==> src/rtl/exc_req_ctrl_pkg.sv <==
// Shared types for the CP0 exception-request front end: state encoding,
// source count and the fixed-priority encoder used to pick the next source.
package exc_req_ctrl_pkg;

  localparam int NUM_EXC_SRC = 3;

  typedef enum logic [1:0] {
    IDLE    = 2'd0,
    REQ     = 2'd1,
    SERVICE = 2'd2
  } state_t;

  typedef struct packed {
    logic       valid;
    logic [1:0] idx;
  } prio_t;

  // Index 0 is the highest priority, so scan downwards and let lower indices overwrite.
  function automatic prio_t prio_enc(input logic [NUM_EXC_SRC-1:0] req);
    prio_t r;
    r.valid = 1'b0;
    r.idx   = 2'd0;
    for (int i = NUM_EXC_SRC - 1; i >= 0; i--) begin
      if (req[i]) begin
        r.valid = 1'b1;
        r.idx   = 2'(i);
      end
    end
    return r;
  endfunction

endpackage

==> src/rtl/exc_sync_edge.sv <==
// Multi-flop synchroniser for asynchronous lines followed by a rising-edge
// detector; rise is combinational from the last sync stage and its delayed copy.
module exc_sync_edge #(
  parameter int WIDTH       = 3,
  parameter int SYNC_STAGES = 2
) (
  input  logic             clk,
  input  logic             rst_n,
  input  logic [WIDTH-1:0] din,
  output logic [WIDTH-1:0] rise
);

  logic [SYNC_STAGES-1:0][WIDTH-1:0] sync_q;
  logic [WIDTH-1:0]                  s_prev;

  always_ff @(posedge clk or negedge rst_n) begin
    if (!rst_n) begin
      sync_q <= '0;
      s_prev <= '0;
    end else begin
      sync_q <= {sync_q[SYNC_STAGES-2:0], din};
      s_prev <= sync_q[SYNC_STAGES-1];
    end
  end

  assign rise = sync_q[SYNC_STAGES-1] & ~s_prev;

endmodule

==> src/rtl/exc_req_ctrl.sv <==
// Exception-request front end: captures synchronised edges into sticky pending
// bits and offers one source at a time to CP0 through an ack/ERET handshake.
module exc_req_ctrl
  import exc_req_ctrl_pkg::*;
#(
  parameter int SYNC_STAGES = 2,
  parameter int ACK_TIMEOUT = 15
) (
  input  logic                   clk,
  input  logic                   rst_n,
  input  logic [NUM_EXC_SRC-1:0] irq_in,
  input  logic                   exp_block,
  input  logic                   exp_ack,
  input  logic                   is_eret,
  output logic [NUM_EXC_SRC-1:0] exp_src,
  output logic [NUM_EXC_SRC-1:0] pending,
  output logic                   busy,
  output logic                   timeout
);

  // Handshake: exp_src is the request (held constant through REQ); exp_ack in REQ
  // accepts it and clears that pending bit; is_eret in SERVICE closes it. A request
  // left unacknowledged for ACK_TIMEOUT cycles is withdrawn and retried from IDLE.

  localparam logic [7:0] CNT_INIT = 8'(ACK_TIMEOUT);

  logic [NUM_EXC_SRC-1:0] rise;
  logic [NUM_EXC_SRC-1:0] clr;
  state_t                 state;
  logic [1:0]             cur;
  logic [7:0]             cnt;
  prio_t                  sel;

  exc_sync_edge #(
    .WIDTH       (NUM_EXC_SRC),
    .SYNC_STAGES (SYNC_STAGES)
  ) u_sync_edge (
    .clk   (clk),
    .rst_n (rst_n),
    .din   (irq_in),
    .rise  (rise)
  );

  assign sel = prio_enc(pending);

  always_comb begin
    clr = '0;
    if (state == REQ && exp_ack) clr[cur] = 1'b1;
  end

  always_ff @(posedge clk or negedge rst_n) begin
    if (!rst_n) begin
      state   <= IDLE;
      cur     <= 2'd0;
      cnt     <= 8'd0;
      pending <= '0;
      exp_src <= '0;
      busy    <= 1'b0;
      timeout <= 1'b0;
    end else begin
      // A fresh edge in the same cycle as the clear keeps the bit set.
      pending <= (pending & ~clr) | rise;
      timeout <= 1'b0;
      case (state)
        IDLE: begin
          if (sel.valid && !exp_block) begin
            cur     <= sel.idx;
            exp_src <= NUM_EXC_SRC'(1) << sel.idx;
            cnt     <= CNT_INIT;
            state   <= REQ;
            busy    <= 1'b1;
          end
        end
        REQ: begin
          if (exp_ack) begin
            exp_src <= '0;
            state   <= SERVICE;
          end else if (cnt == 8'd1) begin
            exp_src <= '0;
            timeout <= 1'b1;
            state   <= IDLE;
            busy    <= 1'b0;
          end else begin
            cnt <= cnt - 8'd1;
          end
        end
        SERVICE: begin
          if (is_eret) begin
            state <= IDLE;
            busy  <= 1'b0;
          end
        end
        default: begin
          state   <= IDLE;
          exp_src <= '0;
          busy    <= 1'b0;
        end
      endcase
    end
  end

endmodule

==> config.mk <==
export PLATFORM = sky130hd
export DESIGN_NAME = exc_req_ctrl
export DESIGN_NICKNAME = d
export VERILOG_FILES = /design/src/rtl/exc_req_ctrl_pkg.sv /design/src/rtl/exc_sync_edge.sv /design/src/rtl/exc_req_ctrl.sv
export SDC_FILE = /design/constraint.sdc
export NUM_CORES = 1
export LEC_CHECK = 0
export BUFFER_PORTS_ARGS = -buffer_cell sky130_fd_sc_hd__buf_2
export CORE_MARGIN = 3
export CORE_UTILIZATION = 45
export CTS_BUF_LIST = sky130_fd_sc_hd__clkbuf_16
export DETAILED_ROUTE_END_ITERATION = 10
export GPL_ROUTABILITY_DRIVEN = 0
export PLACE_DENSITY = 0.74
export RECOVER_POWER = 25
export SYNTH_ARGS = -nofsm -noshare
export SYNTH_HDL_FRONTEND = slang
export SYNTH_HIERARCHICAL = 1
export SYNTH_SLANG_ARGS = --single-unit
==> constraint.sdc <==
create_clock -name clk -period 1.5 [get_ports clk]
set_input_delay 0.15 -clock clk [delete_from_list [all_inputs] [get_ports clk]]
set_output_delay 0.15 -clock clk [all_outputs]
set_load 0.02 [all_outputs]
### Yosys cells after proc, flatten, opt, wreduce, memory -nomap -nowiden

Index checks and enable logic that the tools add are counted.

| cells by class | value |
|---|---|
| $add $sub $neg | 1 |
| $lt $le $gt $ge | 2 |
| eq/ne operators | 9 |
| shift-type cells | 1 |
| muxes and demuxes | 27 |
| bitwise gates (word level) | 6 |
| reductions and logical operators | 11 |

Operators by type and width:

| cell | count |
|---|---|
| two-way mux 8 bit | 3 |
| two-way mux 3 bit | 7 |
| case mux 8 bit (2 select lines) | 1 |
| case mux 3 bit (3 select lines) | 1 |
| equality test 8 x 1 -> 1 bit (second input constant) | 1 |
| two-way mux 1 bit | 8 |
| two-way mux 2 bit | 4 |
| inequality test 2 bit (second input constant) | 4 |
| AND reduction 4 bit | 2 |
| subtractor 8 x 1 -> 8 bit (second input constant) | 1 |
| bitwise AND 3 bit | 2 |
| inverter 3 bit | 2 |
| case mux 2 bit (3 select lines) | 1 |
| AND reduction 3 bit | 2 |
| logical AND 1 bit | 3 |
| < comparator 2 x 3 -> 1 bit (second input constant) | 1 |
| inequality test 3 x 2 -> 1 bit (second input constant) | 1 |
| bitwise OR 3 bit | 1 |
| case mux 1 bit (3 select lines) | 1 |
| << shifter 1 x 2 -> 3 bit (first input constant) | 1 |
| demux 1 bit (select 2 bit) | 1 |
| equality test 2 x 1 -> 1 bit (second input constant) | 1 |
| equality test 2 bit (second input constant) | 1 |
| greater-or-equal comparator 2 x 1 -> 1 bit (second input constant) | 1 |
| 6 further kinds | 6 |

| word-level totals | value |
|---|---|
| register bits after elaboration | 29 |

### Depth between registers and ports, before layout

| logic depth | value |
|---|---|
| depth after elaboration | 8 |
| gate-level depth with buffers | 7 |
| gate-level depth less buffers | 6 |

### Hierarchy

Netlist, hierarchy kept.

By module, submodules not included:

| module | times used | cells an instance | area an instance (um^2) | seq. area each (um^2) |
|---|---|---|---|---|
| exc_req_ctrl | 1 | 87 | 968.4 | 500.5 |
| exc_sync_edge | 1 | 12 | 266.5 | 225.2 |

### Worst setup path before layout

Ideal clock, no wire load.

| path | value |
|---|---|
| path type | reg2reg |
| start | register cnt[1] |
| end | register cnt[5] |
| data arrival time | 1,459 ps |
| required time | 1,381 ps |
| path slack | -78 ps |
| cell stages (with the launch flop) | 7 |
| clock period less this slack | 1,578 ps |
| cell sequence | dfrtp_1 > inv_1 > ha_1 > or3b_2 > o2111ai_1 > xor2_1 > nor2_1 |

| between the ends | value |
|---|---|
| longest elaborated chain between the ends | 4 |

RTL lines:

| what | RTL line | RTL |
|---|---|---|
| from (decl) | exc_req_ctrl.sv:31 | `logic [7:0] cnt;` |
| from (signal assigned) | exc_req_ctrl.sv:84 | `cnt <= cnt - 8'd1;` |
| subtractor 8 x 1 -> 8 bit | exc_req_ctrl.sv:84 |  |
| two-way mux 8 bit | exc_req_ctrl.sv:78 | `end else if (cnt == 8'd1) begin` |
| two-way mux 8 bit | exc_req_ctrl.sv:75 | `if (exp_ack) begin` |
| case mux 8 bit (2 select lines) | exc_req_ctrl.sv:64 | `case (state)` |

Parallel ways exist; a longest one is shown, timed or not. The select of a mux whose other input is x is not followed.
A chain may end at the register's enable or synchronous reset.

### Final worst setup path

Same ends and word-level chain as after synthesis.

==> flow_summary_export.csv <==
group,metric,value,unit
critical_path,cp-end-kind,"register",
timing,drv_slew,0,
min_path,worstHoldEndpoint,"state[1]$_DFFE_PN0P_",
clocking,clock_latency,0.27,ns
logic_synthesis,synth_top_flop_cell,"dfrtp_1",
timing,relSlewSlack,0.530,
logic_synthesis,synth.area.top_cells,"dfrtp_1, nor2b_4, nor3_1, a21o_1, nor2_1",
logic_synthesis,ys_types,39,
critical_path,startpoint,"cnt[1]$_DFFE_PN0P_",
timing,setup_viol_count_final,2,
timing,setup_ws,-0.0219,ns
critical_path,regToRegSetupSlack,-0.02,ns
clocking,cts_tree,"yes",
routing,ant_nets,0,
min_path,hp-class,"input port to register",
logic_synthesis,netlist_instances,99,
timing,period_share,1.01,
clocking,cts-root-buf,"clkbuf_16",
timing,rsz0062_at_grt,"yes",
power,total_power,3.13,mW
outcome,violations,"negative setup slack",
timing,clock.fmax,657,MHz
place,dp_slack,-0.0512,ns
timing,timing_hold_violations_final,0,
clocking,path_clk_slew,0.05,ns
grt,grtUsageMet2,0.262,
timing,hold_ws,0.0808,ns
finish,drive_above_1_share,0.424,
timing,worst_pin_slew,0.704,ns
finish,layout_common_cells,"dfrtp_1, buf_4, buf_2",
place,hpwlAfterDp,1.68,mm
clocking,clk_path_buf_depth,2,
min_path,hold_start,"is_eret",
routing,drt-total-wl,2.48,mm
finish,final_nets,153,
logic_synthesis,synth_top_cell_by_area,"dfrtp_1",
logic_synthesis,synth_top_area_frac,0.588,
critical_path,rr_endpoint,"cnt[5]$_DFFE_PN0P_",
grt,antenna_found_initial,0,
routing,vias,960,
min_path,min_path_cells,2,
critical_path,required,1.66,ns
clocking,clkSinkCount,29,
critical_path,start_kind,"register",
place,port_buffers,15,
power,power_density,1770,nW/um^2
die,die_w,58.4,um
die,start_util,0.485,
grt,grt_pass1_wl,4.19,mm
die,rows,18,
flow_run,cap_violations,0,
routing,initialDrtViolationCount,40,
critical_path,worstRegToRegCells,6,
logic_synthesis,ys_seq_elements,29,
finish,diodes,0,
die,die_h,58.4,um
critical_path,reg2reg_from,"cnt[1]$_DFFE_PN0P_",
logic_synthesis,synth_fp_nets,109,
clocking,cts_buffers,5,
logic_synthesis,avgSynthCellArea,12.5,um^2
routing,drc,0,
critical_path,crit_fanout,3,
die,core,2540,um^2
routing,route.detailed.wl_per_inst,14.2,um
critical_path,worst_ep_arrival_time,1.68,ns
routing,drtPass1Iterations,4,
grt,grt.busiest_layer,"met2",
critical_path,crit_type,"register to register",
timing,skew,0.00447,ns
logic_synthesis,ys_seq_area_frac,0.588,
finish,layout_commonest_cell,"dfrtp_1",
grt,use_met1,0.191,
power,p_leak,0.803,nW
outcome,status,"complete, but fails checks",
timing,finalCriticalPeriod,1.52,ns
logic_synthesis,synth_edf_count,0,
logic_synthesis,syn_area,1230,um^2
clocking,ctsHtreeMaxLevel,2,
die,die-area,3410,um^2
finish,fill_cells,177,
finish,syn_to_final_growth,42.9,%
power,ir_drop,0.00149,V
die,io_pins,16,
logic_synthesis,yosys_warnings,6,
grt,met3_usage,0.0855,
grt,grtUsageTotal,0.172,
grt,grt_max_degree,30,
logic_synthesis,synth-async-reset-ratio,1.00,
routing,viasPerCell,5.52,
grt,overflow,0,
grt,grt_pass1_vias,976,
## layer usage
layer,vias up,part of all wire,wire length [um]
li1,444,-,-
met1,469,0.42,1040
met2,33,0.48,1180
met3,14,0.054,134
met4,0,0.048,119
met5,-,0,0
## cell type report
type	count	area (um^2)	share of cell area
flip-flops and latches	29	727	0.412
well taps	30	37.5	0.0213
repair buffers	39	262	0.148
inverters	2	7.51	0.00426
clock inverters	3	41.3	0.0234
clock buffers	5	125	0.0709
multi-input cells	66	564	0.320
## cells in the mapped netlist (2+ instances only)
library cell	n
a211oi_1	2
a21o_1	4
a21oi_1	3
a31oi_1	2
dfrtp_1	29
ha_1	2
inv_1	2
nand2_1	4
nand2b_1	4
nor2_1	8
nor2b_4	3
nor3_1	6
nor3b_1	2
o31ai_1	2
xor2_1	2
## flip-flops by register name (all words and copies together), names as in the netlist
| name | flops |
|---|---|
| cnt | 8 |
| u_sync_edge/sync_q | 6 |
| exp_src | 3 |
| pending | 3 |
| u_sync_edge/s_prev | 3 |
| cur | 2 |
| state | 2 |
| busy | 1 |
| timeout | 1 |
## worst max-delay path by stage
| stage | to | slack (ns) |
|---|---|---|
| after floorplan | cnt[5]$_DFFE_PN0P_ | 0.03 |
| after global placement | cnt[7]$_DFFE_PN0P_ | -0.001 |
| after detailed placement | cnt[5]$_DFFE_PN0P_ | -0.05 |
| after CTS | cnt[5]$_DFFE_PN0P_ | -0.05 |
| after global routing | cnt[5]$_DFFE_PN0P_ | -0.09 |
| final | cnt[5]$_DFFE_PN0P_ | -0.02 |
## report_power, final
part / switching (mW) / internal [mW] / leakage (nW) / total [mW]
Combinational: 0.461 / 0.494 / 0.383 / 0.954
Sequential: 0.147 / 0.930 / 0.342 / 1.08
Clock: 0.324 / 0.774 / 0.0775 / 1.10
## through the flow
step / util / setup TNS [ns] / area, um^2 / cells
after global placement: 0.585 / -0.00126 / 1490 / 161
after CTS: 0.680 / -0.0538 / 1730 / 174
after detailed placement: 0.585 / -0.171 / 1490 / 161
after floorplan: - / 0 / 1250 / 99
after global routing: 0.693 / -0.304 / 1760 / 174
final: 0.693 / -0.0344 / 1760 / 174
## kinds of logic (layout without fill, tap and decap cells)
logic type,count (synthesis),in the layout,share of synthesized area
simple gates,40,40,0.227
compound gates,21,21,0.124
mux,1,1,0.00811
buf+inv,4,49,0.0192
fa+ha+maj,2,2,0.0203
flops,29,29,0.588
xor+xnor,2,2,0.0142
## critical path, stage by stage, from the launching register on
cell	delay, ns
dfrtp_1	0.38
inv_2	0.08
ha_4	0.13
or3b_4	0.38
o2111ai_2	0.21
xor2_1	0.18
nor2_1	0.05
## timing repair
action | in CTS | in global routing
hold endpoints to repair | 32 | 0
gates resized for setup | 6 | 8
setup endpoints to repair | 7 | 13
setup buffers | 1 | 0
pin swaps | 6 | 2
hold buffers | 4 | 0
Power figures use the tool's default switching activity.
